--- config.mk ---
export PLATFORM = sky130hd
export DESIGN_NAME = sum_diff
export DESIGN_NICKNAME = d
export VERILOG_FILES = /design/src/rtl/sum_pkg.sv /design/src/rtl/sum_diff.sv
export SDC_FILE = /design/constraint.sdc
export NUM_CORES = 1
export LEC_CHECK = 0
export ABC_CLOCK_PERIOD_IN_PS = 2200
export CAP_MARGIN = 0
export CORE_AREA = 2 2 40 42
export DETAILED_ROUTE_END_ITERATION = 8
export DIE_AREA = 0 0 42 44
export PLACE_DENSITY_LB_ADDON = 0.05
export SLEW_MARGIN = 20
export SYNTH_ARGS = -nofsm -noshare
export SYNTH_HDL_FRONTEND = slang
export SYNTH_SLANG_ARGS = --single-unit
export TNS_END_PERCENT = 5
--- constraint.sdc ---
create_clock -name clk -period 2.2 [get_ports clk]
set_input_delay 0.44 -clock clk [delete_from_list [all_inputs] [get_ports clk]]
set_output_delay 0.44 -clock clk [all_outputs]
set_load 0.02 [all_outputs]
--- src/rtl/sum_pkg.sv ---
// Shared definitions for the running-sum encode/decode pair (sum_reduce / sum_diff).
package sum_pkg;

    // Default width of sums and increments.
    localparam int COUNT_OF_BITS_DEF = 4;

    // IDLE: no sample seen since reset/restart; RUN: prev holds the last sample.
    typedef enum logic {
        IDLE = 1'b0,
        RUN  = 1'b1
    } state_t;

endpackage

--- src/rtl/sum_diff.sv ---
// sum_diff: recovers per-sample increments from a stream of running sums.
// num = sum - prev (mod 2^N), with first-sample tracking, restart and a wrap flag.
// One-entry output register with valid/ready handshake on both sides.
module sum_diff
    import sum_pkg::*;
#(
    parameter int COUNT_OF_BITS = COUNT_OF_BITS_DEF
) (
    input  logic                     clk,
    input  logic                     rst,
    input  logic                     sum_valid,
    output logic                     sum_ready,
    input  logic [COUNT_OF_BITS-1:0] sum,
    input  logic                     restart,
    output logic                     num_valid,
    input  logic                     num_ready,
    output logic [COUNT_OF_BITS-1:0] num,
    output logic                     first,
    output logic                     wrapped
);

    state_t                   state;
    logic [COUNT_OF_BITS-1:0] prev;
    logic                     accept;
    logic                     from_zero;

    // Output register can take a new result when empty or being drained this cycle.
    assign sum_ready = !num_valid || num_ready;
    assign accept    = sum_valid && sum_ready;

    // Restart wins over RUN: a sample accepted together with restart is differenced against 0.
    assign from_zero = restart || (state == IDLE);

    // State, previous sample and registered result.
    always_ff @(posedge clk or posedge rst) begin
        if (rst) begin
            state     <= IDLE;
            prev      <= '0;
            num       <= '0;
            first     <= 1'b0;
            wrapped   <= 1'b0;
            num_valid <= 1'b0;
        end else if (accept) begin
            if (from_zero) begin
                num     <= sum;
                first   <= 1'b1;
                wrapped <= 1'b0;
            end else begin
                num     <= sum - prev;
                first   <= 1'b0;
                wrapped <= (sum < prev);
            end
            num_valid <= 1'b1;
            prev      <= sum;
            state     <= RUN;
        end else begin
            // Restart without a sample only rewinds the reference; a pending result stays.
            if (restart) begin
                state <= IDLE;
                prev  <= '0;
            end
            if (num_valid && num_ready)
                num_valid <= 1'b0;
        end
    end

endmodule

==> results by group <==
Worst setup path
  • Data required time at the worst endpoint: 1760 ps
  • Slowest CP cell: clkdlybuf4s50_1
  • Kind of launch point of the worst setup path: primary input
  • CP max stage delay: 620 ps
  • Most used cell along the critical path: clkdlybuf4s50_1
  • Buf+Inv Stages, Crit Path: 2
  • End of the worst register-to-register path: num[2]$_DFFE_PP0P_
  • Worst r2r path cells: 6
  • Family with the most delay on the worst path: buffers and inverters
  • Setup slack, reg-to-reg: 590 ps
  • Endpoint kind of the worst setup timing path: primary output
  • Type of the worst setup path: in2out
  • Biggest fanout along the worst timing path: 4
  • Crit path arrival time: 1650 ps
  • Critical Path, Cell by Cell: clkdlybuf4s50_1 -> nand2b_1 -> clkdlybuf4s50_1
  • RR Startpoint: prev[0]$_DFFE_PP0P_

Floorplanning
  • Die outline height: 44 um
  • Std cell rows: 14
  • Io pins: 17
  • CORE AREA: 1419 um2
  • Area enclosed by the die boundary: 1848 um2
  • Effective utilization at floorplan: 45.15%
  • Die width: 42 um

Layout
  • Fraction of layout instances using a drive strength above 1: 7.059%
  • Final nets: 101
  • Number of diodes added for antenna fixing: 0
  • Area overhead of the layout relative to synthesis: 30.47%
  • Footprint of the multi-input gates: 302.8 um2
  • Final cell count without fillers: 101
  • Fill cell total of the finished layout: 120
  • Area occupied by registers: 300.3 um2

Yosys
  • Net count after synthesis: 82
  • Post-synthesis sequential area ratio: 46.88%
  • FF+latch count, synth: 12
  • Post-Syn Instances: 68
  • Cell Area, Synth: 640.6 um2
  • Synth Area per Inst: 9.421 um2
  • Count of yosys warnings during synthesis: 0
  • Post-synthesis cell type count: 22

Power
  • Relative contribution of combinational cells to total power: 30.4%
  • P_int: 0.0003929 W
  • Clock group share of total power: 23.7%
  • Cell leakage power: 0.3806 nW
  • Proportion of power drawn by flip-flops and latches: 45.9%
  • IR drop worst, VDD: 0.4442 mV
  • Sw frac: 30.26%
  • Power spent charging and discharging nets: 0.0001704 W
  • Power density over the cells: 674.0 nW/um2

GRT
  • Via count of the first global-routing pass: 510
  • Overall fraction of global-route tracks in use: 15.97%
  • Initial antenna violation count: 0
  • Final global-route overflow total: 0
  • Global-route wire length before repair: 2125 um
  • Pin count of the biggest net entering global routing: 13

Timing
  • Setup repair after global routing missed its margin: false
  • Fin crit period: 2095 ps
  • Highest clock frequency the design can meet: 477.4 MHz
  • Layout Skew: 0.4896 ps
  • Portion of the clock cycle consumed by the worst path in the final layout: 95.22%
  • Final Hold Viols: 0
  • Worst slew margin relative to its limit: 67.64%
  • Slew at the pin with the worst max-slew slack: 484.8 ps
  • Setup TNS: 0 ps
  • Max Transition Viols Final: 0
  • Final setup fails: 0

Clock tree
  • CTS Root Buffer Type: clkbuf_4
  • TritonCTS clock tree: done
  • Clk buf depth: 2
  • Cts hold-fix bufs: 0
  • Setup repair bufs after CTS: 0
  • Clock Pin Slew Worst Setup and Hold Paths: 70 ps
  • Clock latency on the worst-skew pair: 260 ps
  • Clock buffer count from CTS: 3
  • Htree depth: 1
  • Post-CTS Resized: 0
  • Clk sinks: 12

Run
  • Max-cap viol count: 0

Route
  • Drt initial violations: 5
  • Top Metal Used: met4
  • Routed WL: 1265 um
  • Detailed-route wire length on metal 1: 583 um
  • Wirelength per Cell: 12.52 um
  • Detailed-routed wire length on met3: 46 um
  • Detailed-route via count: 515
  • Post-detailed-route count of antenna-violating nets: 0
  • Number of iterations in the first detailed-routing pass: 4
  • Remaining design rule violation count: 0
  • Via density per instance: 5.099
  • Routed wl met2: 625 um

Place
  • Inst Count DP: 98
  • Sum of net half-perimeters after detailed placement: 943.1 um
  • Port bufs: 16
  • Final RePlAce weighted congestion: 0.8035

Min path
  • WHS Endpoint: first$_DFFE_PP0P_
  • HP Class: reg2reg
  • Hold path start: first$_DFFE_PP0P_
  • Hold Path Cell Cnt: 2

Status
  • Status: completed
Yosys cell counts, drive strengths merged:
cell type  instances  area share, %
a21boi             1            1.2
a21oi              4            3.7
a22o               1            1.4
a31oi              1           0.98
and2               1           0.98
and2b              1            1.6
buf                3            2.3
dfrtp             12             47
fa                 1            3.1
ha                 4            7.8
inv                6            3.5
nand2             12            7.0
nand2b             3            2.9
nand3b             3            3.5
nor2               3            1.8
nor2b              1           0.98
nor3               2            1.6
o21ai              5            3.9
o31ai              3            3.5
or3b               1            1.4
placed cells by master (no fill, tap or decap), types with 2 or more instances in the layout:
cell type | Yosys | final
a21oi_1 | 3 | 3
clkbuf_4 | 0 | 3
clkdlybuf4s50_1 | 0 | 16
dfrtp_1 | 12 | 12
ha_1 | 4 | 4
inv_1 | 6 | 6
nand2_1 | 12 | 12
nand2b_1 | 3 | 3
nand3b_1 | 3 | 3
nor2_1 | 3 | 3
nor3_1 | 2 | 2
o21ai_1 | 4 | 4
o31ai_1 | 3 | 3
cells by family (layout without fill, tap and decap cells):
family          after synthesis  after routing  synth area share, %
compound gates               15             15                14.65
fa+ha+maj                     5              5                10.94
buf+inv                       9             26                5.858
flops                        12             12                46.88
simple gates                 27             27                21.68
registers in the layout, indices dropped and copies added, names as in the netlist:
name,count
wrapped,1
state,1
num_valid,1
num,4
first,1
prev,4
stage by stage:
stage	setup slack, ps	area, um2	hold WS [ps]	power, W	util [%]
detailed placement	22.65	813.3	468.9	0.0004361	57.32
finish	105.2	835.8	481.8	0.0005633	58.91
CTS	99.93	835.8	486.8	0.0005693	58.91
global route	54.54	835.8	518.3	0.0005936	58.91
global placement	71.38	813.3	460.7	0.0004319	57.32
floorplan	615.1	640.6	304.7	0.0003621	-
power by group through the flow:
stage          Combinational (W)  Clock [W]  Sequential, W
6_report                0.000171   0.000133       0.000259
5_1_grt                 0.000191   0.000142       0.000261
4_1_cts                 0.000173   0.000137       0.000259
3_5_place_dp            0.000173          0       0.000263
3_3_place_gp            0.000169          0       0.000263
2_1_floorplan          0.0000769          0       0.000285
area by class of cell:
cell class / count / share of cell area [%]
multi-input cells: 47 / 36.23
flip-flops and latches: 12 / 35.93
repair buffers: 17 / 20.06
clock buffers: 3 / 2.695
inverters: 6 / 2.695
well taps: 16 / 2.395
worst max path at each step:
stage | from | end | depth (start not counted) | slack, ps
finish | num_ready | sum_ready | 3 | 110
global route | num_ready | sum_ready | 3 | 50
CTS | num_ready | sum_ready | 3 | 100
global placement | sum[0] | wrapped$_DFFE_PP0P_ | 7 | 70
floorplan | sum[0] | num[2]$_DFFE_PP0P_ | 7 | 620
detailed placement | sum[0] | num[2]$_DFFE_PP0P_ | 8 | 20
worst reg2reg max path, delay by kind of cell, from the launching register on:
family          cells  cell delay (ps)
fa+ha+maj           2              600
flops               1              390
simple gates        2              360
compound gates      2              180
layer usage:
metal / global-route usage (%) / vias to the layer above
met2: 25.00 / 10
li1: - / 261
met5: 0 / -
met3: 2.917 / 2
met1: 20.42 / 242
met4: 10.32 / 0
(Power assumes the default switching activity.)
